**src/rtl/uart_pkg.sv**
```systemverilog
// Shared types and helpers for the UART frame engines.
package uart_pkg;

  typedef enum logic [2:0] {
    IDLE   = 3'd0,
    START  = 3'd1,
    DATA   = 3'd2,
    PARITY = 3'd3,
    STOP   = 3'd4
  } tx_state_t;

  localparam int unsigned PAR_EVEN = 0;
  localparam int unsigned PAR_ODD  = 1;

  // Serial bits in one frame: start + data + optional parity + stop.
  function automatic int unsigned frame_bits(input int unsigned data_w,
                                             input int unsigned parity_en,
                                             input int unsigned stop_bits);
    return 1 + data_w + parity_en + stop_bits;
  endfunction

endpackage

```
**src/rtl/uart_bit_timer.sv**
```systemverilog
// Free-running bit-period counter; held at zero while clear is high.
module uart_bit_timer #(
  parameter int unsigned CLKS_PER_BIT = 16
) (
  input  logic clk,
  input  logic rst,
  input  logic clear,
  output logic bit_end,
  output logic bit_pre_end
);

  localparam int unsigned CNT_W = $clog2(CLKS_PER_BIT);
  localparam logic [CNT_W-1:0] CNT_LAST = CNT_W'(CLKS_PER_BIT - 1);
  localparam logic [CNT_W-1:0] CNT_PRE  = CNT_W'(CLKS_PER_BIT - 2);

  logic [CNT_W-1:0] r_count;

  always_ff @(posedge clk) begin
    if (rst || clear) begin
      r_count <= '0;
    end else if (r_count == CNT_LAST) begin
      r_count <= '0;
    end else begin
      r_count <= r_count + CNT_W'(1);
    end
  end

  assign bit_end = (r_count == CNT_LAST);
  // One cycle early, so consumers can register end-of-bit outputs.
  assign bit_pre_end = (r_count == CNT_PRE);

endmodule

```
**src/rtl/uart_tx_frame.sv**
```systemverilog
// UART transmitter: one word per valid/ready handshake, serialised as a full
// frame with optional parity and back-to-back streaming.
module uart_tx_frame
  import uart_pkg::*;
#(
  parameter int unsigned DATA_W       = 8,
  parameter int unsigned CLKS_PER_BIT = 16,
  parameter int unsigned PARITY_EN    = 1,
  parameter int unsigned PARITY_ODD   = 0,
  parameter int unsigned STOP_BITS    = 1
) (
  input  logic              clk,
  input  logic              rst,
  input  logic [DATA_W-1:0] tx_data,
  input  logic              tx_valid,
  output logic              tx_ready,
  output logic              txd,
  output logic              busy,
  output logic              frame_done
);

  localparam int unsigned IDX_W = $clog2(frame_bits(DATA_W, PARITY_EN, STOP_BITS));
  localparam logic [IDX_W-1:0] DATA_LAST = IDX_W'(DATA_W - 1);
  localparam logic [IDX_W-1:0] STOP_LAST = IDX_W'(STOP_BITS - 1);
  localparam logic PAR_INV = (PARITY_ODD == PAR_ODD);

  tx_state_t         r_state;
  logic [DATA_W-1:0] r_shift;
  logic [IDX_W-1:0]  r_bit_idx;
  logic              r_parity;
  logic              r_txd;
  logic              r_tx_ready;
  logic              r_busy;
  logic              r_frame_done;

  logic w_bit_end;
  logic w_bit_pre_end;
  logic w_timer_clear;
  logic w_handshake;
  logic w_last_stop;

  // Timer runs only inside a frame; idle and unencoded states keep it at zero.
  assign w_timer_clear = !(r_state inside {START, DATA, PARITY, STOP});
  assign w_handshake   = tx_valid && r_tx_ready && (r_state inside {IDLE, STOP});
  assign w_last_stop   = (r_state == STOP) && (r_bit_idx == STOP_LAST);

  uart_bit_timer #(
    .CLKS_PER_BIT(CLKS_PER_BIT)
  ) u_bit_timer (
    .clk        (clk),
    .rst        (rst),
    .clear      (w_timer_clear),
    .bit_end    (w_bit_end),
    .bit_pre_end(w_bit_pre_end)
  );

  always_ff @(posedge clk) begin
    if (rst) begin
      r_state      <= IDLE;
      r_shift      <= '0;
      r_bit_idx    <= '0;
      r_parity     <= 1'b0;
      r_txd        <= 1'b1;
      r_tx_ready   <= 1'b1;
      r_busy       <= 1'b0;
      r_frame_done <= 1'b0;
    end else begin
      r_frame_done <= 1'b0;
      case (r_state)
        IDLE: begin
          r_txd      <= 1'b1;
          r_tx_ready <= 1'b1;
          r_busy     <= 1'b0;
        end
        START: begin
          if (w_bit_end) begin
            r_state   <= DATA;
            r_txd     <= r_shift[0];
            r_shift   <= r_shift >> 1;
            r_bit_idx <= '0;
          end
        end
        DATA: begin
          if (w_bit_end) begin
            if (r_bit_idx == DATA_LAST) begin
              r_bit_idx <= '0;
              if (PARITY_EN != 0) begin
                r_state <= PARITY;
                r_txd   <= r_parity;
              end else begin
                r_state <= STOP;
                r_txd   <= 1'b1;
              end
            end else begin
              r_txd     <= r_shift[0];
              r_shift   <= r_shift >> 1;
              r_bit_idx <= r_bit_idx + IDX_W'(1);
            end
          end
        end
        PARITY: begin
          if (w_bit_end) begin
            r_state   <= STOP;
            r_txd     <= 1'b1;
            r_bit_idx <= '0;
          end
        end
        STOP: begin
          // Raise ready/done for exactly the final cycle of the last stop bit.
          if (w_last_stop && w_bit_pre_end) begin
            r_frame_done <= 1'b1;
            r_tx_ready   <= 1'b1;
          end
          if (w_bit_end) begin
            if (w_last_stop) begin
              r_state   <= IDLE;
              r_busy    <= 1'b0;
              r_bit_idx <= '0;
            end else begin
              r_bit_idx <= r_bit_idx + IDX_W'(1);
            end
          end
        end
        default: begin
          r_state    <= IDLE;
          r_txd      <= 1'b1;
          r_tx_ready <= 1'b1;
          r_busy     <= 1'b0;
          r_bit_idx  <= '0;
        end
      endcase

      // Accepting a word overrides the IDLE/STOP updates above.
      if (w_handshake) begin
        r_state    <= START;
        r_txd      <= 1'b0;
        r_shift    <= tx_data;
        r_parity   <= (^tx_data) ^ PAR_INV;
        r_bit_idx  <= '0;
        r_tx_ready <= 1'b0;
        r_busy     <= 1'b1;
      end
    end
  end

  assign tx_ready   = r_tx_ready;
  assign txd        = r_txd;
  assign busy       = r_busy;
  assign frame_done = r_frame_done;

endmodule

```
**config.mk**
```make
export PLATFORM = sky130hd
export DESIGN_NAME = uart_tx_frame
export DESIGN_NICKNAME = d
export VERILOG_FILES = /design/src/rtl/uart_pkg.sv /design/src/rtl/uart_bit_timer.sv /design/src/rtl/uart_tx_frame.sv
export SDC_FILE = /design/constraint.sdc
export NUM_CORES = 1
export LEC_CHECK = 0
export CAP_MARGIN = 20
export CORE_MARGIN = 2
export CORE_UTILIZATION = 40
export CTS_CLUSTER_DIAMETER = 30
export CTS_CLUSTER_SIZE = 8
export DETAILED_ROUTE_END_ITERATION = 6
export GPL_TIMING_DRIVEN = 0
export PLACE_DENSITY = 0.61
export SLEW_MARGIN = 20
export SYNTH_ARGS = -nofsm -noshare
export SYNTH_HDL_FRONTEND = slang
export SYNTH_HIERARCHICAL = 1
export SYNTH_SLANG_ARGS = --single-unit
```
**constraint.sdc**
```tcl
create_clock -name clk -period 2.4 [get_ports clk]
set_input_delay 0.36 -clock clk [delete_from_list [all_inputs] [get_ports clk]]
set_output_delay 0.36 -clock clk [all_outputs]
set_load 0.005 [all_outputs]
```
* Word-level counts from Yosys, hierarchy flattened *
Cells that the tools add are included.

storage, ports and cells
  bits in latches = 0
  output and inout bits = 4
  memories kept = 0
  logic and storage cells = 96
  bits in read-only memories = 0
  bits in writable memories = 0
  register bits = 24
  input bits = 11

cells by class
  magnitude comparators = 0
  add/sub/neg operators = 2
  divide/modulo/power cells = 0
  multiply operators = 0
  reductions and logical operators = 24
  shifts and indexed selects = 0
  bitwise logic cells = 2
  eq/ne operators = 25
  multiplexer cells = 33

operator list
  operator                                                          number
  8-bit two-way mux                                                 4
  4-bit two-way mux                                                 5
  3-bit two-way mux                                                 6
  3-bit by 2-bit != test with 1-bit output (second input constant)  6
  4-bit one-hot mux with 4 select lines                             1
  8-bit one-hot mux with 2 select lines                             1
  3-bit one-hot mux with 5 select lines                             1
  2-bit by 1-bit != test with 1-bit output (second input constant)  7
  7-bit AND reduction                                               2
  1-bit two-way mux                                                 12
  4-bit AND reduction                                               3
  4-bit by 1-bit adder with 4-bit output (second input constant)    2
  4-bit == test (second input constant)                             2
  2-bit OR reduction                                                4
  8-bit XOR reduction                                               1
  3-bit by 2-bit == test with 1-bit output (second input constant)  2
  2-bit != test (second input constant)                             3
  3-bit != test (second input constant)                             2
  4-bit by 3-bit == test with 1-bit output (second input constant)  1
  1-bit logical AND                                                 4
  4-bit logical NOT                                                 1
  1-bit one-hot mux with 2 select lines                             2
  1-bit one-hot mux with 4 select lines                             1
  4-bit nonzero test                                                1
  11 further kinds                                                  12

* Depth between registers and ports, before layout *
  depth after elaboration = 6
  depth in mapped cells = 7
  mapped depth without buffers = 6

* Modules after synthesis *
Netlist, hierarchy kept.

modules (own cells, without submodules)
  module          area an instance (µm²)  instances  seq. area each (µm²)  cells an instance
  uart_tx_frame   1173.6                  1          400.4                 130
  uart_bit_timer  180.2                   1          80.1                  17

* Worst setup path after synthesis *
OpenSTA, ideal clock, no wires.

  path kind = register to register
  start point = reg u_bit_timer.r_count[0]
  end point = reg r_bit_idx[2]
  path buffers = 1
  setup slack = 0.650 ns
  cell stages (with the launch flop) = 8
  library setup time = 0.103 ns
  data required time = 2.297 ns
  clock period less this slack = 1.750 ns
  data arrival time = 1.647 ns
  cell sequence = dfxtp_1 > ha_1 > and3_4 > buf_2 > a211oi_1 > nor3b_1 > xnor2_1 > a2111oi_2

on the way
  cells in the longest elaborated chain, start to end = 3
  elaborated cells on any way between the ends = 5
  classes of those cells = 4 x eq/ne; 1 x reduce/logical

RTL lines
  item                                                RTL line              RTL
  from (decl)                                         uart_bit_timer.sv:16  logic [CNT_W-1:0] r_count;
  from (signal assigned)                              uart_bit_timer.sv:24  r_count <= r_count + CNT_W'(1);
  4-bit == test *                                     uart_bit_timer.sv:28  assign bit_end = (r_count == CNT_LAST);
  net w_bit_end                                       uart_tx_frame.sv:36   logic w_bit_end;
  2-bit by 1-bit != test with 1-bit output (no line)  n/a
  4-bit AND reduction (no line) *                     n/a
  to (signal assigned)                                uart_tx_frame.sv:97   r_bit_idx <= r_bit_idx + IDX_W'(1);
  to (signal assigned)                                uart_tx_frame.sv:120  r_bit_idx <= r_bit_idx + IDX_W'(1);
  to (decl)                                           uart_tx_frame.sv:29   logic [IDX_W-1:0] r_bit_idx;

Mark *: on every way through the listed nets, which the timed path passes. The rest lies on a longest branch.
A chain may end at the register's enable or synchronous reset.

* Worst setup path in the final report *
Same ends and word-level chain as after synthesis.

==> summary.txt <==
STA
  – Worst slew pin tran: 0.6741 ns
  – Fmax: slightly above 500 MHz
  – Final Skew: roughly 0.0045 ns
  – Fin. Hold Viols: 0
  – Final setup margin: about 0.48 ns
  – Fin Setup TNS: 0 ns
  – Hold WS: between 0.4 and 0.5 ns
  – Max-slew violation count: 0
  – Relative slew slack: 0.5497
  – Period Utilization, post-route: 0.8016
  – Unrepaired setup endpoints after global routing: false
  – Setup violators final: 0
  – Tmin final: approximately 1.9 ns

Placement
  – Worst slack, placed: 0.4613 ns
  – Port-buffer cells: 14
  – HPWL after DPL: between 2 and 2.5 mm
  – Final RePlAce weighted congestion: around 0.84

Floorplan
  – IO Pins: 15
  – Area of the core: roughly 3300 um^2
  – Num rows: 21
  – Die Wd: between 60 and 70 um
  – DIE AREA: between 3000 and 4000 um^2
  – Chip Height: between 60 and 70 um
  – Starting density of the core: 0.4122

Logic synthesis
  – Seq/Total Area, Yosys: 0.3549
  – Syn_area_per_cell: about 9 um^2
  – Area contributors post-synth: dfxtp_1 35%, a21oi_1 6.7%, xnor2_1 5.8%
  – Yosys warnings: 6
  – Asr flop ratio synth: 0
  – Post-Syn Instances: approximately 150
  – Cell area after synthesis: approximately 1400 um^2
  – Post-synth cell types: 47
  – Most used DFF post-synth: dfxtp_1
  – Cell accounting for the most synthesized area: dfxtp_1
  – Post-synth EDFFs: 0
  – Synth top area share: 0.3549
  – Register bit total from synthesis: 24
  – Synth Net Count: between 150 and 200

Power and ir drop
  – Peak supply drop: 294.0 uV
  – Pwr Total: 821.1 uW
  – Pleak: 0.0005563 uW
  – Power per cell area: 517.1 nW/um^2

CTS
  – H-Tree Depth: 1
  – Longest Clk Path Bufs: 2
  – Setup bufs post-CTS: 0
  – Resize count post-CTS: 0
  – Root Driver: clkbuf_4
  – Clock Sinks: 24
  – CTS tree: yes
  – Worst skew pair latency: 0.32 ns
  – TritonCTS buffer count: 3
  – Hold-fix buffer count after cts: 0
  – Clock transition at the registers of the reported paths: 0.13 ns

Layout
  – Post-layout util: 0.4834
  – Ant. Diodes: 0
  – Fraction of layout cells with a size suffix above 1: 0.1576
  – Area Growth Syn to Fin: 17.28%
  – Final net count: approximately 180
  – Most common cell after layout, fill and taps aside: dfxtp_1
  – Most frequent cells in the layout: 24 x dfxtp_1, 18 x a21oi_1, 14 x clkdlybuf4s50_1

Routing
  – Vias: between 1000 and 1500
  – First-pass DRT Iterations: 4
  – Drt initial violations: 97
  – WL met3: roughly 120 um
  – Wire per inst: about 14 um
  – Post-route DRC: 0
  – DRT met1 WL: between 1 and 1.5 mm
  – Post-route antenna net violation count: 0
  – Top Metal Used: met4
  – Via density per instance: ~5.4
  – Final wirelength: about 2.9 mm
  – Metal2 WL: roughly 1.4 mm

Setup path
  – Setup Crit Path Kind: reg2reg
  – Largest stage delay on the critical path: ~0.37 ns
  – Slowest CP cell: a211oi_1
  – Worst EP arrival: between 2 and 2.5 ns
  – Setup crit end kind: flip-flop
  – Worst setup SP type: flip-flop
  – Worst path cell trace: ha_1 > and3_4 > buf_2 > a211oi_1 > nor3b_1 > xnor2_1 > a2111oi_2
  – Critical Path RT: around 2.6 ns
  – Worst-path fanout max: 10

Global route
  – GR Overflow Total: 0
  – Initial antenna violation count: 0
  – Vias in the first global route: 1116
  – First-pass GRT wire length: 4.892 mm
  – Total Routing Usage GR: 0.1556
  – Largest net degree at the start of global routing: 14

Job
  – Max_cap viols: 0

Min path
  – Min-delay worst type: reg2reg

Status
  – Status: completed
[worst paths after layout]
check                         start                      to  slack, ns  cells after the start
max          u_bit_timer/r_count[0]            r_bit_idx[2]       0.48                      7
min          u_bit_timer/r_count[0]  u_bit_timer/r_count[0]       0.48                      1
max reg2reg  u_bit_timer/r_count[0]            r_bit_idx[2]       0.48                      7
min reg2reg  u_bit_timer/r_count[0]  u_bit_timer/r_count[0]       0.48                      1
[layout make-up]
type                            instances  area, um^2
Timing Repair Buffer                   14       140.1
Sequential cell                        24       480.5
Tap cell                               46       57.56
Inverter                                5       18.77
Buffer                                  8       60.06
Multi-Input combinational cell        110       794.5
Fill cell                             336        1697
Clock buffer                            4       36.28
[kinds of logic after synthesis]
group	after synthesis	share of synthesized area
buffers and inverters	13	0.05822
AO/OA/AOI/OAI	41	0.2089
adder cells (fa/ha/maj)	4	0.03697
AND/OR/NAND/NOR	44	0.1950
multiplexers	9	0.06839
XOR/XNOR	12	0.07764
flip-flops	24	0.3549
[report_power, final]
group	switching, uW	total (uW)	internal, uW
clock	125	218	92.9
combinational	77.7	167	88.8
sequential	14.1	437	423
total	217	821	604
[worst max-delay path: cells and delay by family (launching register included)]
family                     cells  cell delay [ns]
AOI/OAI and AO/OA              2             0.64
xor gates and xnor gates       1             0.15
adders and majority gates      1             0.23
buffers and inverters          1             0.18
DFF                            1             0.36
and+or+nand+nor                2             0.28
[metrics by stage]
step | cells | instance area, um^2
final | 211 | 1588
after global routing | 211 | 1588
after CTS | 211 | 1588
after detailed placement | 207 | 1551
after global placement | 207 | 1551
after floorplan | 147 | 1354
[cell usage after synthesis, types with 2 or more instances]
cell      number
or2_2          2
nand4_1        2
o21ba_2        2
buf_2          3
nor3_1         3
inv_1          5
dfxtp_1       24
a21oi_1       18
mux2i_1        7
mux2_2         2
nor2_1         6
nand2b_1       4
a311oi_1       7
nand2_1        7
o21ai_0        3
nand3_1        5
nor3b_1        2
ha_1           4
buf_6          3
xor2_1         3
xnor2_1        9
[state kept, by name (all words and copies together), names as in the netlist]
signal / cells
frame_done: 1
u_bit_timer/r_count: 4
r_parity: 1
tx_ready: 1
r_shift: 8
r_bit_idx: 4
busy: 1
r_state: 3
txd: 1
[per-layer routing]
layer,track usage,up-vias
li1,-,573
met1,0.1787,528
met2,0.2908,33
met3,0.03261,4
met4,0.04167,0
met5,0,-
Note: power is estimated with default switching activity, not from simulation.
